==> config.mk <==
export PLATFORM = sky130hd
export DESIGN_NAME = jump_target_gen
export DESIGN_NICKNAME = d
export VERILOG_FILES = /design/src/rtl/jump_target_gen.sv
export SDC_FILE = /design/constraint.sdc
export NUM_CORES = 1
export LEC_CHECK = 0
export BUFFER_PORTS_ARGS = -buffer_cell sky130_fd_sc_hd__buf_2
export CAP_MARGIN = 20
export CORE_AREA = 2 2 133 135
export CTS_CLUSTER_DIAMETER = 150
export CTS_CLUSTER_SIZE = 28
export DETAILED_ROUTE_END_ITERATION = 10
export DIE_AREA = 0 0 135 137
export HOLD_SLACK_MARGIN = 0.15
export PLACE_DENSITY = 0.62
export SETUP_SLACK_MARGIN = 0.05
export SYNTH_ARGS = -nofsm -noshare
export SYNTH_HDL_FRONTEND = slang
export SYNTH_SLANG_ARGS = --single-unit
==> constraint.sdc <==
create_clock -name clk -period 8.6 [get_ports clk]
set_input_delay 1.29 -clock clk [delete_from_list [all_inputs] [get_ports clk]]
set_output_delay 1.29 -clock clk [all_outputs]
set_load 0.01 [all_outputs]
==> src/rtl/jump_target_gen.sv <==
// Two-stage jump/branch/register target generator between decode and PC select.
// S1 aligns the jump field, S2 merges it with the PC and raises the fault flags.
module jump_target_gen #(
    parameter int ADDR_W = 32,
    parameter int IDX_W  = 26,
    parameter int OFF_W  = 16,
    parameter int SHIFT  = 2
) (
    input  logic              clk,
    input  logic              reset,
    input  logic              flush,
    input  logic              in_valid,
    output logic              in_ready,
    input  logic [1:0]        mode,
    input  logic [ADDR_W-1:0] pc_plus4,
    input  logic [IDX_W-1:0]  index,
    input  logic [OFF_W-1:0]  offset,
    input  logic [ADDR_W-1:0] rs_val,
    output logic              out_valid,
    input  logic              out_ready,
    output logic [ADDR_W-1:0] target,
    output logic              misaligned,
    output logic              illegal
);

    localparam logic [1:0] MODE_J  = 2'b00;
    localparam logic [1:0] MODE_BR = 2'b01;
    localparam logic [1:0] MODE_JR = 2'b10;

    localparam int JW = IDX_W + SHIFT;

    // Bits of the target that come from the jump field rather than the PC.
    localparam logic [ADDR_W-1:0] JMASK =
        (JW >= ADDR_W) ? {ADDR_W{1'b1}}
                       : ((ADDR_W'(1) << JW) - ADDR_W'(1));

    // Low bits that must be zero in an aligned register target.
    localparam logic [ADDR_W-1:0] LOW_MASK =
        (ADDR_W'(1) << SHIFT) - ADDR_W'(1);

    logic              s1_valid_q;
    logic [1:0]        s1_mode_q;
    logic [ADDR_W-1:0] s1_shift_q;
    logic [ADDR_W-1:0] s1_pc_q;

    logic              s2_valid_q;
    logic [ADDR_W-1:0] s2_tgt_q;
    logic              s2_mis_q;
    logic              s2_ill_q;

    logic              s2_adv;
    logic              s1_adv;
    logic              in_fire;

    logic [ADDR_W-1:0] idx_ext;
    logic [ADDR_W-1:0] off_ext;
    logic [ADDR_W-1:0] s1_shift_d;
    logic [ADDR_W-1:0] s2_tgt_d;
    logic              s2_mis_d;
    logic              s2_ill_d;

    assign s2_adv   = !s2_valid_q || out_ready;
    assign s1_adv   = !s1_valid_q || s2_adv;
    assign in_ready = s1_adv && !flush;
    assign in_fire  = in_valid && in_ready;

    assign idx_ext = ADDR_W'(index);
    assign off_ext = ADDR_W'($signed(offset));

    always_comb begin
        s1_shift_d = '0;
        case (mode)
            MODE_J:  s1_shift_d = idx_ext << SHIFT;
            MODE_BR: s1_shift_d = off_ext << SHIFT;
            MODE_JR: s1_shift_d = rs_val;
            default: s1_shift_d = '0;
        endcase
    end

    always_ff @(posedge clk or posedge reset) begin
        if (reset) begin
            s1_valid_q <= 1'b0;
            s1_mode_q  <= '0;
            s1_shift_q <= '0;
            s1_pc_q    <= '0;
        end else if (flush) begin
            s1_valid_q <= 1'b0;
        end else if (s1_adv) begin
            s1_valid_q <= in_valid;
            if (in_fire) begin
                s1_mode_q  <= mode;
                s1_shift_q <= s1_shift_d;
                s1_pc_q    <= pc_plus4;
            end
        end
    end

    always_comb begin
        s2_tgt_d = s1_pc_q;
        s2_mis_d = 1'b0;
        s2_ill_d = 1'b0;
        case (s1_mode_q)
            MODE_J: begin
                s2_tgt_d = (s1_pc_q & ~JMASK) | (s1_shift_q & JMASK);
            end
            MODE_BR: begin
                s2_tgt_d = s1_pc_q + s1_shift_q;
            end
            MODE_JR: begin
                s2_tgt_d = s1_shift_q;
                s2_mis_d = |(s1_shift_q & LOW_MASK);
            end
            default: begin
                s2_tgt_d = s1_pc_q;
                s2_ill_d = 1'b1;
            end
        endcase
    end

    always_ff @(posedge clk or posedge reset) begin
        if (reset) begin
            s2_valid_q <= 1'b0;
            s2_tgt_q   <= '0;
            s2_mis_q   <= 1'b0;
            s2_ill_q   <= 1'b0;
        end else if (flush) begin
            s2_valid_q <= 1'b0;
        end else if (s2_adv) begin
            s2_valid_q <= s1_valid_q;
            if (s1_valid_q) begin
                s2_tgt_q <= s2_tgt_d;
                s2_mis_q <= s2_mis_d;
                s2_ill_q <= s2_ill_d;
            end
        end
    end

    assign out_valid  = s2_valid_q;
    assign target     = s2_tgt_q;
    assign misaligned = s2_mis_q;
    assign illegal    = s2_ill_q;

endmodule

# Word-level counts from Yosys, hierarchy flattened
# Cells that the tools add are included.
# Widths: inputs -> output; s select.
# totals
register_bits	102
in_bits	113
output_inout_bits	36
elab_cells	38
# classes
n_addsub	1
n_eq_ne	4
muxes	8
bitwise	2
n_reduce_logical	15
# ops
op	n
$pmux 32 s3	2
$add 32x32->32	1
$or 32x28->32	1
$mux 1	6
$reduce_and 3->1	2
$eq 2x1->1 const B	2
$eq 2x2->1 const B	2
$logic_not 2->1	2
$reduce_bool 2->1	2
$logic_not 1->1	3
$reduce_or 3->1	1
$logic_and 1x1->1	2
$logic_or 1x1->1	2
$reduce_or 2->1	1
$not 1->1	1

# Logic depth before layout (Yosys ltp)
# Gate-level depths: netlist of the first run.
# depth
ltp_word	6
depth_mapped	10
depth_no_buf	10

# Least setup slack after synthesis of the first run
# Ideal clock, no wire load.
# synth_path
path_type	input to output
start	input out_ready
end	output in_ready
arrival_time_ps	1695
required_ps	7310
setup_slack_ps	5615
path_stages	2
path_buffers	0
path_cell_list	nor2b_1 > a21oi_1
# synth_between
elab_chain_cells	3
# synth_rtl
item	line_no	text
from (decl)	20	input logic out_ready,
$logic_or 1x1->1	62	assign s2_adv = !s2_valid_q || out_ready;
$logic_or 1x1->1	63	assign s1_adv = !s1_valid_q || s2_adv;
$logic_and 1x1->1	64	assign in_ready = s1_adv && !flush;
to (decl)	13	output logic in_ready,
# No other way between the ends.

# Worst setup path after layout of the first run
# Ends and elaborated chain as after synthesis.

==> impl_metrics.csv, run 1 <==
group,metric,value,unit
cts,clk_pin_slew_worst_paths,0.07,ns
sta,slew_headroom,35.29,%
logic_synthesis,seq_area_frac_synth,37.85,%
sta,fin_crit,3.295,ns
cts,numCtsBuffers,9,
cts,cts_hold_buf,0,
finish,syn2layout_area_growth,17.76,%
worst_setup_path,crit_path_end_kind,"primary output",
placement,place.gp.congestion,0.8811,
worst_setup_path,cpMostUsedCell,"buf_2",
grt,grt_pass1_wl,29.48,mm
placement,io_buffers,148,
floorplan,dieArea,18500,µm²
floorplan,ioPinCount,149,
logic_synthesis,synth_top_area_cell,"dfrtp_1",
finish,layout.nets,1004,
logic_synthesis,synth_ff_type,"dfrtp_1",
pwr,max-vdd-ir-drop,0.1022,mV
sta,finalSetupViolCount,0,
logic_synthesis,syn_area_per_cell,9.052,µm²
drt,drtIter0Drc,303,
pwr,p_switching,0.6718,mW
worst_setup_path,critPathSlowestCell,"nor2b_1",
floorplan,num_rows,48,
finish,n_fill_cell,1700,
finish,design_area,7941,µm²
logic_synthesis,synth-edff-count,0,
sta,slew_violations,0,
worst_setup_path,crit_required,7.31,ns
hold_path,hold_class,"flip-flop to flip-flop",
logic_synthesis,yosys_warnings,0,
sta,period_share,38.31,%
drt,wl_per_cell,16.58,µm
grt,grt_max_degree,89,
drt,drc,0,
pwr,p_per_area,229.1,nW/µm²
cts,clk_path_buf_depth,2,
logic_synthesis,netlist_top_cells_count,"dfrtp_1, nand2_1, o21ai_0",
pwr,p_int,1.148,mW
grt,first_global_vias,5687,
floorplan,die_h,137,µm
pwr,p_leak,3.702,nW
floorplan,start_util,39.54,%
pwr,p_seq_share,35.8,%
cts,root_buffer,"clkbuf_16",
placement,dp_hpwl,13.02,mm
worst_setup_path,slowest_delay,0.27,ns
drt,vias_per_cell,5.477,
sta,finClkSkew,0.009023,ns
grt,grt_usage,20.20,%
run_status,status,"finished clean",
pwr,p_clk_share,24.3,%
pwr,switching_share,36.93,%
finish,n_antenna_cell,0,
logic_synthesis,syn_nets,890,
drt,dr.pass1.iters,7,
pwr,p_comb_share,40.0,%
floorplan,die_w,135,µm
sta,setup_tns,0,ns
worst_setup_path,criticalPathCategory,"primary input to primary output",
cts,cts_resized,0,
logic_synthesis,yosysUniqueCellTypes,61,
logic_synthesis,synth_area,6744,µm²
logic_synthesis,synth-seq-cells,102,
job,drv_cap,0,
worst_setup_path,cp_top_family,"simple AND/OR/NAND/NOR gates",
sta,worstMarginPinSlew,0.9707,ns
worst_setup_path,start_kind,"primary input",
cts,clock_sinks,102,
cts,ctsHtreeMaxLevel,3,
finish,drive_above_1_share,25.84,%
worst_setup_path,critical_path.n_buffers_inverters,2,
sta,rsz0062_at_grt,"no",
drt,ant_nets,0,
drt,drt-total-wl,18.03,mm
sta,hold_viol,0,
cts,cts_tree,"done",
drt,vias,5959,
worst_setup_path,cp_cell_sequence,"buf_2 > nor2b_1 > a21oi_1 > buf_2",
logic_synthesis,synthArstFlopShare,100.0,%
logic_synthesis,synth_top_area_share,37.85,%
cts,clock_latency,0.36,ns
logic_synthesis,synth.most_common_cell,"dfrtp_1",
grt,antenna_found_initial,0,
placement,place_area,7626,µm²
worst_setup_path,cp_max_fo,5,
worst_setup_path,cp_data_arrival_time,2.00,ns
sta,max_clock_freq,303.5,MHz
cts,postCtsSetupBuffers,0,
floorplan,core_area,17060,µm²
logic_synthesis,synth_area_leaders,"dfrtp_1, mux2_2, ha_1",
logic_synthesis,syn_inst,745,
grt,grt-ovfl-total,0,
power by group through the flow:
stage | Clock [mW] | Sequential, mW | Combinational (mW)
finish | 0.441 | 0.651 | 0.727
global route | 0.470 | 0.665 | 0.813
CTS | 0.451 | 0.651 | 0.730
detailed placement | 0 | 0.659 | 0.727
global placement | 0 | 0.657 | 0.719
floorplan | 0 | 0.661 | 0.500
per-stage QoR:
| stage | std cells | utilization [%] | power (mW) | setup slack, ns | hold slack [ns] |
|---|---|---|---|---|---|
| floorplan | 745 | - | 1.161 | 4.635 | 0.4699 |
| global placement | 1073 | 44.71 | 1.376 | 5.318 | 0.4580 |
| detailed placement | 1073 | 44.71 | 1.386 | 5.297 | 0.4665 |
| CTS | 1088 | 46.56 | 1.831 | 5.291 | 0.4827 |
| global route | 1088 | 46.56 | 1.949 | 5.178 | 0.5147 |
| finish | 1088 | 46.56 | 1.819 | 5.305 | 0.4763 |
flip-flops by register name, indices dropped and copies added, names as in the netlist:
name and count:
s1_mode_q 2, misaligned 1, s1_shift_q 32, out_valid 1, illegal 1, target 32, s1_valid_q 1, s1_pc_q 32
path summary, 6_finish.rpt:
check,from,endpoint,slack [ns],cells after the start
worst max-delay path,out_ready,in_ready,5.31,4
worst min register to register,target[3],target[3],0.48,2
worst max register to register,s1_shift_q[0],target[28],5.64,10
min in group asynchronous,reset,target[27],0.98,2
worst min-delay path,target[3],target[3],0.48,2
max in group asynchronous,reset,s1_pc_q[0],6.44,3
per-layer routing:
| layer | global-route usage, % | vias up | wire [µm] |
|---|---|---|---|
| met5 | 0 | - | 0 |
| met4 | 5.498 | 0 | 235 |
| met3 | 3.667 | 17 | 827 |
| met2 | 33.67 | 158 | 8553 |
| met1 | 27.09 | 2840 | 8418 |
| li1 | - | 2944 | - |
layout by cell type (no fill, tap or decap), types with 3 or more instances in the layout:
cell / n
xnor2_1: 15
a21o_1: 15
a21oi_1: 69
nand3b_1: 5
and2_1: 5
or3_1: 5
nand2_1: 76
clkbuf_16: 9
o21ai_1: 17
nor3_1: 6
buf_2: 148
o21ai_0: 70
o21a_1: 5
o21bai_1: 5
a211oi_1: 6
nand3_1: 9
mux2i_1: 38
inv_1: 13
nand4_1: 8
mux2_2: 44
a311oi_1: 4
nor2b_1: 11
a221oi_1: 4
ha_1: 31
o22ai_1: 4
and3_1: 4
o311ai_0: 3
buf_4: 6
nand2b_1: 4
dfrtp_1: 102
a31oi_1: 14
xor2_1: 9
nor2_1: 48
o221ai_1: 3
o211ai_1: 9
worst register-to-register path: stages (launching register included):
cell and delay, ns:
dfrtp_1 0.39, ha_1 0.22, inv_1 0.07, fa_1 0.38, and2b_1 0.27, o2111ai_2 0.16, a32oi_4 0.33, a311oi_2 0.22
nor4_2 0.52, a211o_1 0.20, o211ai_1 0.08
cell type report:
class	count	area (µm²)	area share, %
clock buffers	12	246.5	3.104
clock inverters	3	68.82	0.8666
inverters	14	55.05	0.6932
multi-input cells	578	3951	49.76
flip-flops and latches	102	2552	32.14
well taps	225	281.5	3.545
repair buffers	154	785.8	9.894
cell families after synthesis:
family / after synthesis / synth area share (%)
buffers and inverters: 65 / 3.673
AND/OR/NAND/NOR: 192 / 13.32
XOR/XNOR: 24 / 3.117
adder cells (fa/ha/maj): 32 / 6.048
AO/OA/AOI/OAI: 246 / 22.67
flip-flops: 102 / 37.85
multiplexers: 84 / 13.32
(Power assumes the default switching activity.)
==> run 2, diff against run 1 <==
Settings changed: PLACE_DENSITY 0.62 to 0.65.
Clock period 8.6 ns to 2.7 ns, I/O delays scaled along.
==> impl_metrics.csv, run 2 (synthesis results as in run 1) <==
group,metric,value,unit
run_status,status,"finished clean",
grt,first_global_vias,5971,
placement,place.gp.congestion,0.9124,
floorplan,dieArea,18500,µm²
worst_setup_path,criticalPathCategory,"flip-flop to flip-flop",
cts,clk_pin_slew_worst_paths,0.07,ns
pwr,p_per_area,704.7,nW/µm²
job,drv_cap,0,
drt,drc,0,
cts,cts_tree,"done",
floorplan,die_h,137,µm
cts,clock_sinks,102,
floorplan,die_w,135,µm
sta,period_share,97.18,%
worst_setup_path,crit_required,2.97,ns
finish,n_antenna_cell,0,
finish,fin_cells,1116,
sta,hold_viol,0,
sta,max_clock_freq,381.1,MHz
cts,clk_path_buf_depth,2,
worst_setup_path,start_kind,"flip-flop",
hold_path,hold_class,"primary input to async pin",
finish,mostFrequentLayoutCell,"buf_2",
floorplan,ioPinCount,149,
sta,finClkSkew,0.006491,ns
cts,root_buffer,"clkbuf_16",
worst_setup_path,critPathSlowestCell,"a311oi_4",
cts,clock_latency,0.36,ns
drt,vias_per_cell,5.500,
cts,ctsHtreeMaxLevel,3,
drt,dr.pass1.iters,5,
pwr,p_clk_share,20.7,%
pwr,p_seq_share,35.5,%
grt,antenna_found_initial,0,
pwr,p_int,3.561,mW
sta,slew_headroom,53.82,%
placement,dp_hpwl,13.85,mm
pwr,power,5.825,mW
finish,syn2layout_area_growth,22.56,%
sta,worstMarginPinSlew,0.6855,ns
floorplan,core_area,17060,µm²
sta,finalSetupViolCount,0,
worst_setup_path,cp_cell_sequence,"ha_2 > inv_2 > fa_2 > and2b_2 > o2111ai_4 > a32oi_4 > buf_12 > a311oi_4 > nor4_4 > a211o_1 > o211ai_1",
pwr,switching_share,38.87,%
finish,layout.nets,1032,
cts,numCtsBuffers,9,
finish,n_fill_cell,1676,
pwr,p_leak,3.848,nW
finish,design_area,8265,µm²
placement,io_buffers,148,
grt,grt_max_degree,103,
placement,place_inst,1095,
drt,vias,6138,
floorplan,num_rows,48,
worst_setup_path,slowest_delay,0.42,ns
finish,drive_above_1_share,29.63,%
drt,wl_per_cell,16.92,µm
worst_setup_path,cp_max_fo,4,
pwr,p_switching,2.264,mW
floorplan,start_util,39.54,%
pwr,max-vdd-ir-drop,0.3743,mV
drt,ant_nets,0,
pwr,p_comb_share,43.8,%
drt,drt-total-wl,18.88,mm
grt,grt_pass1_wl,30.68,mm
grt,grt_usage,21.02,%
worst_setup_path,cp_data_arrival_time,2.90,ns
placement,place_area,7830,µm²
drt,drtIter0Drc,408,
sta,rsz0062_at_grt,"yes",
sta,slew_violations,0,
finish,final_cell_mix,"buf_2, dfrtp_1, nand2_1, o21ai_0, a21oi_1",
sta,fin_crit,2.624,ns
grt,grt-ovfl-total,0,
worst_setup_path,crit_path_end_kind,"flip-flop",
[run 2: changes by cell type in the layout (fill, tap and decap cells not counted), moves of 2 or more]
cell | previous run | this run
clkinv_2 | 0 | 3
bufinv_16 | 2 | 0
a311oi_4 | 0 | 2
clkinvlp_4 | 0 | 3
buf_4 | 6 | 29
buf_12 | 0 | 4
clkbuf_1 | 2 | 0
[run 2: timing repair]
action | in CTS | in global routing
endpoints found under the setup margin | 6 | 12
hold buffers | 0 | 0
pin swaps | 1 | 11
buffers inserted | 2 | 5
gates cloned | 0 | 0
gates resized for setup | 1 | 17
[run 2: worst paths after layout]
path | depth (start not counted) | end | slack [ns] | from
max reg2reg | 11 | target[28] | 0.08 | s1_shift_q[0]
max in group asynchronous | 3 | s1_pc_q[27] | 2.03 | reset
min | 3 | s1_pc_q[30] | 0.12 | reset
min reg2reg | 2 | target[3] | 0.47 | target[3]
min in group clk | 2 | out_valid | 0.26 | flush
max | 11 | target[28] | 0.08 | s1_shift_q[0]
[run 2: metrics by stage]
step / utilization [%] / hold WS (ns) / worst slack, ns / TNS [ns]
floorplan: - / 0.4699 / 0.1964 / 0
global route: 48.46 / 0.2600 / -0.02223 / -0.02223
detailed placement: 45.91 / 0.4652 / -0.06017 / -0.1055
finish: 48.46 / 0.1188 / 0.07625 / 0
CTS: 47.58 / 0.2257 / 0.03593 / 0
global placement: 45.91 / 0.4584 / 0.03923 / 0
[run 2: area by class of cell]
class                   instances  area (µm²)  area share [%]
multi-input cells             578        4061           49.14
flip-flops and latches        102        2552           30.88
clock inverters                 6       38.79          0.4693
clock buffers                   9       225.2           2.725
repair buffers                182        1050           12.70
well taps                     225       281.5           3.406
inverters                      14       56.30          0.6812
[run 2: layer usage]
layer / part of all wire, % / global-route usage [%] / up-vias / wire length (µm)
li1: - / - / 2996 / -
met1: 44 / 27.45 / 2905 / 8338
met2: 48 / 35.03 / 202 / 9049
met3: 5.6 / 3.926 / 35 / 1056
met4: 2.3 / 7.407 / 0 / 439
met5: 0 / 0 / - / 0
[run 2: critical path: cells and delay by family, from the launching register on]
kind	cells	cell delay, ns
and+or+nand+nor	2	0.32
AOI/OAI and AO/OA	5	1.22
buffers and inverters	2	0.21
adders and majority gates	2	0.37
DFF	1	0.41
[run 2: power groups by stage]
stage               Combinational, mW  Clock [mW]  Sequential, mW
floorplan                        1.59           0            2.11
global route                     2.82        1.31            2.11
CTS                              2.43        1.24            2.07
detailed placement               2.40           0            2.10
finish                           2.55        1.21            2.07
global placement                 2.38           0            2.08
==> run 3, diff against run 2 <==
Settings changed: PLACE_DENSITY 0.65 to 0.62.
Clock period 2.7 ns to 2.97 ns, I/O delays scaled along.
==> impl_metrics.csv, run 3 (synthesis results as in run 1) <==
group,metric,value,unit
run_status,status,"finished clean",
cts,postCtsSetupBuffers,0,
finish,design_area,8113,µm²
drt,vias,5988,
cts,clk_path_buf_depth,2,
finish,fin_cells,1098,
sta,finClkSkew,0.007733,ns
placement,dp_hpwl,13.90,mm
floorplan,ioPinCount,149,
sta,max_clock_freq,362.5,MHz
grt,grt_pass1_wl,30.21,mm
worst_setup_path,crit_path_end_kind,"flip-flop",
sta,rsz0062_at_grt,"no",
finish,final_cell_mix,"buf_2, dfrtp_1, nand2_1, o21ai_0, a21oi_1",
cts,cts_tree,"done",
drt,drtIter0Drc,465,
worst_setup_path,reg2reg_to,"target[28]",
worst_setup_path,cp_data_arrival_time,2.99,ns
grt,grt_usage,20.92,%
sta,finalSetupViolCount,0,
grt,first_global_vias,5745,
worst_setup_path,worstRegToRegCells,10,
placement,place_area,7732,µm²
cts,clock_sinks,102,
finish,syn2layout_area_growth,20.30,%
grt,antenna_found_initial,0,
floorplan,num_rows,48,
finish,mostFrequentLayoutCell,"buf_2",
job,drv_cap,0,
worst_setup_path,r2r-start,"s1_shift_q[0]",
finish,n_antenna_cell,0,
sta,slew_violations,0,
floorplan,die_w,135,µm
floorplan,dieArea,18500,µm²
grt,grt-ovfl-total,0,
placement,place_inst,1082,
worst_setup_path,crit_required,3.20,ns
cts,ctsHtreeMaxLevel,3,
pwr,max-vdd-ir-drop,0.3237,mV
cts,root_buffer,"clkbuf_16",
placement,place.gp.congestion,0.8663,
sta,fin_crit,2.759,ns
drt,dr.pass1.iters,5,
pwr,p_per_area,679.2,nW/µm²
pwr,power,5.510,mW
sta,period_share,92.89,%
placement,io_buffers,148,
finish,drive_above_1_share,26.80,%
cts,clk_pin_slew_worst_paths,0.07,ns
floorplan,core_area,17060,µm²
grt,grt_max_degree,103,
worst_setup_path,r2r_slack,0.21,ns
drt,drt-total-wl,18.91,mm
cts,numCtsBuffers,9,
floorplan,die_h,137,µm
sta,setup_tns,0,ns
pwr,p_leak,3.790,nW
drt,vias_per_cell,5.454,
hold_path,hold_class,"primary input to async pin",
sta,hold_ws,0.2050,ns
finish,layout.nets,1013,
sta,worstMarginPinSlew,0.8920,ns
worst_setup_path,cp_max_fo,6,
floorplan,start_util,39.54,%
sta,slew_headroom,40.53,%
worst_setup_path,start_kind,"flip-flop",
sta,hold_viol,0,
cts,clock_latency,0.36,ns
drt,wl_per_cell,17.22,µm
drt,drc,0,
drt,ant_nets,0,
worst_setup_path,criticalPathCategory,"flip-flop to flip-flop",
[run 3: per-stage QoR]
stage                     worst slack (ns)  util [%]
after floorplan                     0.4664         -
after global placement              0.2530     45.33
after detailed placement            0.1933     45.33
after CTS                           0.1673     47.51
after global routing               0.06420     47.56
final                               0.2113     47.56
[run 3: timing repair]
action                                  in CTS  in global routing
endpoints found under the setup margin       0                  2
hold buffers                                 0                  0
resized for setup                            0                  1
[run 3: power by group]
group	switching [mW]	internal (mW)	total, mW
clock network	0.552	0.936	1.49
logic	1.23	0.908	2.14
registers	0.216	1.67	1.89
[run 3: how the worst max path moves through the flow]
stage | start | end | slack [ns]
2_1_floorplan | s1_shift_q[0] | target[28] | 0.47
3_3_place_gp | s1_shift_q[0] | target[28] | 0.25
3_5_place_dp | s1_shift_q[0] | target[28] | 0.19
4_1_cts | s1_shift_q[0] | target[28] | 0.17
5_1_grt | s1_shift_q[0] | target[20] | 0.06
6_report | s1_shift_q[0] | target[28] | 0.21
[run 3: layout make-up]
| class | instances | area (µm²) |
|---|---|---|
| Inverter | 14 | 56.30 |
| Fill cell | 1687 | 8944 |
| Clock buffer | 11 | 242.7 |
| Timing Repair Buffer | 163 | 890.9 |
| Sequential cell | 102 | 2552 |
| Multi-Input combinational cell | 578 | 3960 |
| Tap cell | 225 | 281.5 |
| Clock inverter | 5 | 128.9 |
[run 3: critical path, stage by stage, from the launching register on]
cell and delay, ns:
dfrtp_1 0.40, ha_1 0.21, inv_1 0.06, fa_1 0.37, and2b_1 0.25, o2111ai_2 0.16
a32oi_4 0.33, a311oi_2 0.21, nor4_4 0.37, a211o_1 0.18, o211ai_1 0.09
[run 3: layer usage]
layer	part of all wire, %	GRT usage [%]	vias to the layer above	routed length, µm
met4	1.4	5.671	0	265
met5	0	0	-	0
met2	48	35.17	178	9025
met1	47	28.31	2827	8803
li1	-	-	2969	-
met3	4.3	3.000	14	816
